<file path="config.mk">
export PLATFORM = sky130hd
export DESIGN_NAME = bus_master_if
export DESIGN_NICKNAME = d
export VERILOG_FILES = /design/src/rtl/bus_master_if_pkg.sv /design/src/rtl/bus_timeout_ctr.sv /design/src/rtl/bus_master_if.sv
export SDC_FILE = /design/constraint.sdc
export NUM_CORES = 1
export LEC_CHECK = 0
export ABC_AREA = 1
export ABC_CLOCK_PERIOD_IN_PS = 4600
export CAP_MARGIN = 20
export CORE_MARGIN = 2
export CORE_UTILIZATION = 31
export DETAILED_ROUTE_END_ITERATION = 8
export GPL_TIMING_DRIVEN = 0
export HOLD_SLACK_MARGIN = 0.12
export PLACE_DENSITY = 0.7
export SYNTH_ARGS = -nofsm -noshare
export SYNTH_HDL_FRONTEND = slang
export SYNTH_HIERARCHICAL = 1
export SYNTH_SLANG_ARGS = --single-unit
</file>
<file path="constraint.sdc">
create_clock -name clk -period 4.6 [get_ports clk]
set_input_delay 0.46 -clock clk [delete_from_list [all_inputs] [get_ports clk]]
set_output_delay 0.46 -clock clk [all_outputs]
set_load 0.01 [all_outputs]
</file>
<file path="src/rtl/bus_master_if_pkg.sv">
// Shared types and constants for the bus master interface.
// Holds the FSM encoding, bus polarity constants and timeout counter sizing.
package bus_master_if_pkg;

   typedef enum logic [1:0] {
      BUS_IF_STATE_IDLE   = 2'd0,
      BUS_IF_STATE_REQ    = 2'd1,
      BUS_IF_STATE_ACCESS = 2'd2,
      BUS_IF_STATE_STALL  = 2'd3
   } BusIfStateBus;

   localparam logic READ     = 1'b1;
   localparam logic WRITE    = 1'b0;
   localparam logic ENABLE_  = 1'b0;
   localparam logic DISABLE_ = 1'b1;

   localparam int WORD_ADDR_W = 30;
   localparam int WORD_DATA_W = 32;

   typedef logic [WORD_ADDR_W-1:0] WordAddrBus;
   typedef logic [WORD_DATA_W-1:0] WordDataBus;

   // The timeout counter is never narrower than 8 bits.
   function automatic int ctrWidth(input int limit);
      int w;
      w = $clog2(limit + 1);
      return (w < 8) ? 8 : w;
   endfunction

endpackage

</file>
<file path="src/rtl/bus_timeout_ctr.sv">
// Counts ACCESS cycles and flags the cycle in which the limit is reached.
// Cleared on entry to ACCESS so the first ACCESS cycle counts as cycle 1.
module bus_timeout_ctr
   import bus_master_if_pkg::*;
#(
   parameter int LIMIT = 255
) (
   input  logic clk,
   input  logic reset_,
   input  logic clear,
   input  logic enable,
   output logic expired
);

   localparam int CTR_W = ctrWidth(LIMIT);

   logic [CTR_W-1:0] r_count;

   always_ff @(posedge clk) begin
      if (!reset_) begin
         r_count <= '0;
      end else if (clear) begin
         r_count <= '0;
      end else if (enable) begin
         r_count <= r_count + CTR_W'(1);
      end
   end

   assign expired = enable && (r_count == CTR_W'(LIMIT - 1));

endmodule

</file>
<file path="src/rtl/bus_master_if.sv">
// Master-side bus interface: one pipeline word access, arbitration, strobe and ready wait.
// Optional ACCESS timeout abort is enabled by defining BUS_MASTER_IF_TIMEOUT_EN.
module bus_master_if
   import bus_master_if_pkg::*;
#(
   parameter int ADDR_W      = 30,
   parameter int DATA_W      = 32,
   parameter int TIMEOUT_CYC = 255
) (
   input  logic              clk,
   input  logic              reset_,
   input  logic              req_,
   input  logic              rw,
   input  logic [ADDR_W-1:0] addr,
   input  logic [DATA_W-1:0] wr_data,
   input  logic              stall,
   input  logic              flush,
   output logic [DATA_W-1:0] rd_data,
   output logic              busy,
   output logic              err,
   output logic              bus_req_,
   input  logic              bus_grnt_,
   output logic [ADDR_W-1:0] bus_addr,
   output logic              bus_as_,
   output logic              bus_rw,
   output logic [DATA_W-1:0] bus_wr_data,
   input  logic [DATA_W-1:0] bus_rd_data,
   input  logic              bus_rdy_
);

   BusIfStateBus      r_state;
   logic              r_busReq_;
   logic              r_busAs_;
   logic              r_busRw;
   logic [ADDR_W-1:0] r_busAddr;
   logic [DATA_W-1:0] r_busWrData;
   logic [DATA_W-1:0] r_rdData;
   logic              r_err;

   BusIfStateBus      w_nextState;
   logic              w_busReq_;
   logic              w_busAs_;
   logic              w_busRw;
   logic [ADDR_W-1:0] w_busAddr;
   logic [DATA_W-1:0] w_busWrData;
   logic [DATA_W-1:0] w_rdData;
   logic              w_err;
   logic              w_expired;

`ifdef BUS_MASTER_IF_TIMEOUT_EN
   logic w_ctrClear;
   logic w_ctrEnable;

   assign w_ctrClear  = (r_state == BUS_IF_STATE_REQ) && !flush && (bus_grnt_ == ENABLE_);
   assign w_ctrEnable = (r_state == BUS_IF_STATE_ACCESS);

   bus_timeout_ctr #(
      .LIMIT (TIMEOUT_CYC)
   ) u_timeoutCtr (
      .clk     (clk),
      .reset_  (reset_),
      .clear   (w_ctrClear),
      .enable  (w_ctrEnable),
      .expired (w_expired)
   );
`else
   assign w_expired = 1'b0;
`endif

   always_ff @(posedge clk) begin
      if (!reset_) begin
         r_state     <= BUS_IF_STATE_IDLE;
         r_busReq_   <= DISABLE_;
         r_busAs_    <= DISABLE_;
         r_busRw     <= READ;
         r_busAddr   <= '0;
         r_busWrData <= '0;
         r_rdData    <= '0;
         r_err       <= 1'b0;
      end else begin
         r_state     <= w_nextState;
         r_busReq_   <= w_busReq_;
         r_busAs_    <= w_busAs_;
         r_busRw     <= w_busRw;
         r_busAddr   <= w_busAddr;
         r_busWrData <= w_busWrData;
         r_rdData    <= w_rdData;
         r_err       <= w_err;
      end
   end

   // Ready completion takes priority over the timeout in the same cycle.
   always_comb begin
      w_nextState = r_state;
      w_busReq_   = r_busReq_;
      w_busAs_    = r_busAs_;
      w_busRw     = r_busRw;
      w_busAddr   = r_busAddr;
      w_busWrData = r_busWrData;
      w_rdData    = r_rdData;
      w_err       = 1'b0;

      case (r_state)
         BUS_IF_STATE_IDLE: begin
            if (!req_ && !flush) begin
               w_busReq_   = ENABLE_;
               w_busAddr   = addr;
               w_busRw     = rw;
               w_busWrData = wr_data;
               w_nextState = BUS_IF_STATE_REQ;
            end
         end
         BUS_IF_STATE_REQ: begin
            if (flush) begin
               w_busReq_   = DISABLE_;
               w_busAddr   = '0;
               w_busRw     = READ;
               w_busWrData = '0;
               w_nextState = BUS_IF_STATE_IDLE;
            end else if (bus_grnt_ == ENABLE_) begin
               w_busAs_    = ENABLE_;
               w_nextState = BUS_IF_STATE_ACCESS;
            end
         end
         BUS_IF_STATE_ACCESS: begin
            w_busAs_ = DISABLE_;
            if (bus_rdy_ == ENABLE_) begin
               w_busReq_   = DISABLE_;
               w_busAddr   = '0;
               w_busRw     = READ;
               w_busWrData = '0;
               if (r_busRw == READ) begin
                  w_rdData = bus_rd_data;
               end
               w_nextState = BUS_IF_STATE_STALL;
            end else if (w_expired) begin
               w_busReq_   = DISABLE_;
               w_busAddr   = '0;
               w_busRw     = READ;
               w_busWrData = '0;
               w_rdData    = '0;
               w_err       = 1'b1;
               w_nextState = BUS_IF_STATE_STALL;
            end
         end
         BUS_IF_STATE_STALL: begin
            if (!stall) begin
               w_nextState = BUS_IF_STATE_IDLE;
            end
         end
         default: begin
            w_nextState = BUS_IF_STATE_IDLE;
         end
      endcase
   end

   assign busy = ((r_state == BUS_IF_STATE_IDLE) && !req_ && !flush) ||
                 ((r_state == BUS_IF_STATE_REQ) && !flush) ||
                 (r_state == BUS_IF_STATE_ACCESS);

   assign rd_data     = r_rdData;
   assign err         = r_err;
   assign bus_req_    = r_busReq_;
   assign bus_as_     = r_busAs_;
   assign bus_rw      = r_busRw;
   assign bus_addr    = r_busAddr;
   assign bus_wr_data = r_busWrData;

endmodule
</file>
==> results of run 1 <==
==> through the flow <==
| step | instance area (sq um) | instances | hold WS [ns] |
|---|---|---|---|
| final | 6538 | 986 | 0.4692 |
| after global routing | 6538 | 986 | 0.5010 |
| after CTS | 6538 | 986 | 0.4730 |
| after detailed placement | 6269 | 972 | 0.4540 |
| after global placement | 6269 | 972 | 0.4553 |
| after floorplan | 4071 | 602 | 0.4889 |
==> registers in the layout, indices dropped and copies added (netlist names), named ones only <==
name	cells
bus_as_	1
bus_rw	1
rd_data	32
bus_req_	1
r_state	1
bus_wr_data	32
bus_addr	30
==> tightest hold or removal path, stage by stage (launching register included) <==
cell     delay (ns)
dfxtp_1        0.33
nand2_1        0.06
nand3_1        0.05
==> synth_stat cells <==
cell,number,share of area
o21ai_1,2,0.0025
conb_1,1,0.00092
nand4_1,1,0.0015
o21ai_0,57,0.070
nor2_1,224,0.21
nand3_1,5,0.0061
nand2_2,1,0.0015
ha_1,7,0.022
buf_4,10,0.018
clkbuf_1,22,0.020
nor2_2,2,0.0031
nand2_1,128,0.12
dfxtp_1,99,0.49
o211ai_1,1,0.0018
a21oi_1,1,0.0012
buf_2,6,0.0074
inv_1,34,0.031
inv_2,1,0.00092
==> kinds of logic after synthesis <==
group | Yosys count | synth area share
AOI/OAI and AO/OA | 61 | 0.07560
buffers and inverters | 73 | 0.07836
DFF | 99 | 0.4868
adders and majority gates | 7 | 0.02151
other | 1 | 0.0009211
and+or+nand+nor | 361 | 0.3368
==> worst max-delay path by stage <==
| stage | end | slack [ns] |
|---|---|---|
| global route | busy | 2.04 |
| CTS | busy | 2.17 |
| floorplan | bus_addr[25] | 2.87 |
| finish | busy | 2.19 |
| detailed placement | busy | 2.21 |
| global placement | busy | 2.23 |
==> metal layers <==
metal | part of all wire | vias to the layer above
li1 | - | 2236
met1 | 0.43 | 1806
met2 | 0.45 | 153
met3 | 0.11 | 10
met4 | 0.012 | 0
met5 | 0 | -
==> final cells by class <==
type / count / area, sq um
fill: 1303 / 6185
sequential: 99 / 1982
timing repair buffer: 198 / 1982
multi-input combinational: 430 / 1770
clock buffer: 12 / 256.5
tap: 172 / 215.2
buffer: 38 / 187.7
inverter: 35 / 131.4
clock inverter: 2 / 12.51
==> power by group through the flow <==
stage	Sequential, uW	Combinational (uW)	Clock (uW)
6_report	1380	2310	705
5_1_grt	1420	2590	756
4_1_cts	1390	2350	732
3_5_place_dp	1400	2340	0
3_3_place_gp	1380	2330	0
2_1_floorplan	1550	1090	0
==> results.md, run 1 <==
* Reg-to-Reg End: bus_wr_data[2]
* HP Class: flop to flop
* Family with the most delay on the worst path: buffers and inverters
* Total CTS buffers at 9
* Startpoint type of the worst setup path: flop
* GR peak layer: met2
* Setup bufs post-CTS at 0
* Syn Inst Count at 602
* DRT iter0 DRCs at 170
* Reg-to-reg slack, setup at 2.38 ns
* Total power at 4394 uW
* Slowest-stage cell, CP: clkdlybuf4s50_1
* Met3 usage at 0.08253
* Net Count, Synth at approximately 710
* Critical path depth at 6
* Detailed-route DRC error count at 0
* Post-DRT Antenna Nets at 0
* Clock transition at path regs at 0.07 ns
* Cell count of the worst hold path at 2
* Clock sinks at 99
* I/O pins at 201
* Num rows at between 40 and 50
* GP Congestion at 0.7748
* Pre-CTS setup slack at approximately 2.2 ns
* NumNets Final at 920
* Post-CTS Hold Fix Bufs at 0
* WS Path Type: flop to output port
* Fin. max-slew vios at 0
* Outcome: completed
* Sequential fraction of the synthesis area at 0.4868
* CTS tree: yes
* Final Hold Fails at 0
* CP bufs+invs at 3
* Worst slew margin at 0.6204
* GR Util met1 at 0.2052
* Area growth, synth to finish at 60.57%
* Initial antenna violation count at 0
* Vias at 4205
* Die Footprint at 14070 sq um
* #FFs+latches synth at 99
* Commonest non-fill, non-tap cell in the layout: nor2_1
* Resized cells post-CTS at 0
* Cell mode on critical path: inv_1
* WL/cell at approximately 13 um
* Least-Margin Pin Slew at 0.5694 ns
* Crit path arrival time at 1.95 ns
* Power Internal at 2672 uW
* Vias per inst at 4.265
* Lkg Pwr at roughly 0.0030 uW
* Depth of the most critical reg-to-reg path at 7
* HP Start: bus_as_
* Comb power frac at 0.525
* Unrepaired setup endpoints after global routing: no
* Worst-path maximum fanout at 8
* Crit path launch: r_state[0]
* Syn Area/Cell at 6.763 sq um
* Clock Root Buffer: clkbuf_16
* Switching share of power at 0.3919
* Layout cells sized above 1 at 0.04054
* CP Cell Sequence: ha_1 > inv_1 > nor2_1 > inv_1 > nand2_1 > clkdlybuf4s50_1
* Crit. End Element: output port
* Register share of total power at 0.314
* Drt total wl at 12500 um
* RR Startpoint: r_state[0]
* Fmax at 0.4145 GHz
* Initial Util at 0.3200
* Pwr Density at 672.2 nW/um^2
* Max incr delay on CP at 0.53 ns
* Required time of the worst setup path at ~4.1 ns
* Pre-Repair DR Iteration Count at 4
* Global route overflow at 0
* Worst skew pair latency at 0.34 ns
* Largest net degree at the start of global routing at 15
* Synth warnings at 6
* Core Region at 12720 sq um
* Setup_tns at 0 ns
* Clk pwr share at 0.161
* Max-cap violations at 0
* Hpwl dp at 9558 um
* First-pass GRT wire length at between 20000 and 25000 um
* Vias in the first global route at approximately 4100
* Worst Hold Endpoint: bus_as_
* Post-synthesis cell type count at 18
* VDD IR max at 249.2 uV
* Global routing usage on met2 at 0.3028
* Ant. Diodes at 0
* Endpoints failing setup at 0
* Synthesized area at 4071 sq um
* Net switching power figure at roughly 1700 uW
* IO Port Bufs at 198
* Final critical-path required period at 2.413 ns
* Clock skew at 0.006982 ns
* Final period util at 0.5245
* H-Tree Depth at 3
* Gr usage total at 0.1809
* Clock tree buffer depth at 2
* Most frequent cells in the layout: nor2_1, clkdlybuf4s50_1, nand2_1, dfxtp_1, o21ai_0
* Fin util at 0.5139
* Die span in y at 118.6 um
* Die Width at 118.6 um
* Setup WS post-layout at approximately 2.2 ns
Power figures use the tool's default switching activity.
==> inputs of run 2 (changes only) <==
--- a/config.mk
+++ b/config.mk
@@ -6,14 +6,14 @@
 export NUM_CORES = 1
 export LEC_CHECK = 0
 export ABC_AREA = 1
-export ABC_CLOCK_PERIOD_IN_PS = 4600
+export ABC_CLOCK_PERIOD_IN_PS = 2090
 export CAP_MARGIN = 20
 export CORE_MARGIN = 2
 export CORE_UTILIZATION = 31
 export DETAILED_ROUTE_END_ITERATION = 8
 export GPL_TIMING_DRIVEN = 0
 export HOLD_SLACK_MARGIN = 0.12
-export PLACE_DENSITY = 0.7
+export PLACE_DENSITY = 0.73
 export SYNTH_ARGS = -nofsm -noshare
 export SYNTH_HDL_FRONTEND = slang
 export SYNTH_HIERARCHICAL = 1
==> constraint.sdc (replaced) <==
create_clock -name clk -period 2.09 [get_ports clk]
set_input_delay 0.209 -clock clk [delete_from_list [all_inputs] [get_ports clk]]
set_output_delay 0.209 -clock clk [all_outputs]
set_load 0.01 [all_outputs]
==> run 2 against run 1 <==
- highest routed layer unchanged
- utilization up 0.30 points
- clock power up 130%
- setup slack worse by 2.0 ns
==> results.md, run 2 (synthesized netlist as in run 1, its figures left out) <==
* GR peak layer: met2 (unchanged)
* Multi-input logic area at 1780 sq um (was 1770 sq um)
* Initial antenna violation count at 0 (unchanged)
* FF/Latch Area at 1986 sq um (was 1982 sq um)
* NumNets Final at 919 (was 920)
* Unrepaired setup endpoints after global routing: no (unchanged)
* Global route overflow at 0 (unchanged)
* GP Congestion at 0.8608 (was 0.7748)
* CP bufs+invs at 5 (was 3)
* Pre-CTS setup slack at -0.1264 ns (was 2.211 ns)
* Lkg Pwr at 0.002989 uW (was 0.002958 uW)
* Total CTS buffers at 9 (unchanged)
* GR Util met1 at 0.2150 (was 0.2052)
* Outcome: completed (unchanged)
* Drt total wl at 12470 um (was 12500 um)
* Vias per inst at 4.358 (was 4.265)
* Crit. End Element: flop (was output port)
* Pwr Density at 1482 nW/um^2 (was 672.2 nW/um^2)
* Met3 usage at 0.06467 (was 0.08253)
* Num rows at 41 (unchanged)
* Worst skew pair latency at 0.35 ns (was 0.34 ns)
* IO Port Bufs at 198 (unchanged)
* Worst-path maximum fanout at 10 (was 8)
* Placed Instance Area at 6269 sq um (unchanged)
* Pre-Repair DR Iteration Count at 4 (unchanged)
* WS Path Type: flop to flop (was flop to output port)
* Family with the most delay on the worst path: buffers and inverters (unchanged)
* Initial Util at 0.3200 (unchanged)
* Crit path arrival time at 2.15 ns (was 1.95 ns)
* Die Footprint at 14070 sq um (unchanged)
* Largest net degree at the start of global routing at 16 (was 15)
* Fmax at 0.5340 GHz
* CTS tree: yes (unchanged)
* Core Region at 12720 sq um (unchanged)
* Layout cells sized above 1 at 0.05276 (was 0.04054)
* Vias at 4301 (was 4205)
* DRT iter0 DRCs at 197 (was 170)
* CP Cell Sequence: inv_2 > ha_1 > inv_1 > nor2_2 > nor2_2 > inv_2 > nor2_1 > buf_4 > buf_4 > nor2_1 > nor2_1 (was ha_1 > inv_1 > nor2_1 > inv_1 > nand2_1 > clkdlybuf4s50_1)
* Clock Root Buffer: clkbuf_16 (unchanged)
* Required time of the worst setup path at 2.37 ns (was 4.14 ns)
* Fin. max-slew vios at 0 (unchanged)
* HP Class: input port to flop (was flop to flop)
* First-pass GRT wire length at 20300 um (was 20200 um)
* VDD IR max at 450.1 uV (was 249.2 uV)
* Final Instance Area at 6575 sq um (was 6538 sq um)
* Final critical-path required period at between 1.5 and 2 ns
* Cell mode on critical path: nor2_1 (was inv_1)
* Gr usage total at 0.1810 (was 0.1809)
* Filler Cell Count at 1315 (was 1303)
* Startpoint type of the worst setup path: flop (unchanged)
* Clock transition at path regs at 0.07 ns (about the same)
* Clock sinks at 99 (unchanged)
* Setup WS post-layout at 0.2173 ns (was 2.187 ns)
* Detailed-route DRC error count at 0 (unchanged)
* Most frequent cells in the layout: nor2_1, clkdlybuf4s50_1, nand2_1, dfxtp_1, o21ai_0 (unchanged)
* Worst slew margin at 0.6487 (was 0.6204)
* Area growth, synth to finish at 61.49% (was 60.57%)
* WL/cell at 12.63 um (was 12.67 um)
* Ant. Diodes at 0 (unchanged)
* Least-Margin Pin Slew at 0.5269 ns (was 0.5694 ns)
* Reg-to-reg slack, setup at 0.22 ns (was 2.38 ns)
* Slowest-stage cell, CP: dfxtp_1 (was clkdlybuf4s50_1)
* Clock skew at 0.009458 ns (was 0.006982 ns)
* Global routing usage on met2 at 0.3024 (was 0.3028)
* Die span in y at 118.6 um (unchanged)
* Post-CTS Hold Fix Bufs at 0 (unchanged)
* Commonest non-fill, non-tap cell in the layout: nor2_1 (unchanged)
* Hpwl dp at 9591 um (was 9558 um)
* Fin util at 0.5168 (was 0.5139)
* Clock tree buffer depth at 2 (unchanged)
* Max incr delay on CP at 0.40 ns (was 0.53 ns)
* Final Hold Fails at 0 (unchanged)
* Final period util at 0.8961
* Vias in the first global route at 4073 (was 4080)
* Max-cap violations at 0 (unchanged)
* H-Tree Depth at 3 (unchanged)
* Hold WS at 0.4389 ns (was 0.4692 ns)
* Die Width at 118.6 um (unchanged)
* Post-DRT Antenna Nets at 0 (unchanged)
* Endpoints failing setup at 0 (unchanged)
* I/O pins at 201 (unchanged)
run 2: changes by cell type in the layout (fill, tap and decap cells not counted), moves of 2 or more:
cell | before | now
nor2_2 | 2 | 4
ha_2 | 0 | 2
ha_1 | 7 | 5
clkinv_2 | 1 | 3
clkbuf_1 | 23 | 20
nor2_1 | 224 | 222
run 2: path summary, 6_finish.rpt:
| path | to | depth (start not counted) | from |
|---|---|---|---|
| worst min register to register | bus_as_ | 2 | bus_as_ |
| worst min-delay path | rd_data[10] | 3 | bus_rd_data[10] |
| worst max register to register | bus_addr[25] | 11 | flop |
| worst max-delay path | bus_addr[25] | 11 | flop |
run 2: timing repair:
item,CTS,global route
pin swaps,0,0
setup buffers,0,0
setup endpoints to repair,39,72
gates resized for setup,3,7
run 2: power breakdown:
group	internal, uW	switching (uW)
Combinational	2400	2700
Sequential	2650	381
Clock	901	705
run 2: area by class of cell:
cell class | count | area share
clock inverter | 4 | 0.003616
clock buffer | 12 | 0.04053
timing repair buffer | 198 | 0.3018
tap | 172 | 0.03273
inverter | 35 | 0.01998
sequential | 99 | 0.3020
buffer | 37 | 0.02854
multi-input combinational | 430 | 0.2708
run 2: worst register-to-register path, cell delays in order (launching register included):
cell	delay [ns]
dfxtp_1	0.40
inv_2	0.09
ha_1	0.20
inv_1	0.07
nor2_2	0.04
nor2_2	0.15
inv_2	0.04
nor2_1	0.20
buf_4	0.21
buf_4	0.23
nor2_1	0.07
nor2_1	0.11
run 2: metal layers:
layer | vias to the layer above | routed length [um]
met5 | - | 0
met3 | 15 | 1165
met4 | 0 | 166
met1 | 1901 | 5426
met2 | 149 | 5709
li1 | 2236 | -
run 2: per-stage QoR:
stage / setup TNS (ns) / total power (uW) / instances
final: 0 / 9741 / 987
after global routing: 0 / 10600 / 987
after CTS: 0 / 9885 / 988
after detailed placement: -2.351 / 8227 / 972
after global placement: -1.202 / 8149 / 972
after floorplan: 0 / 5800 / 602
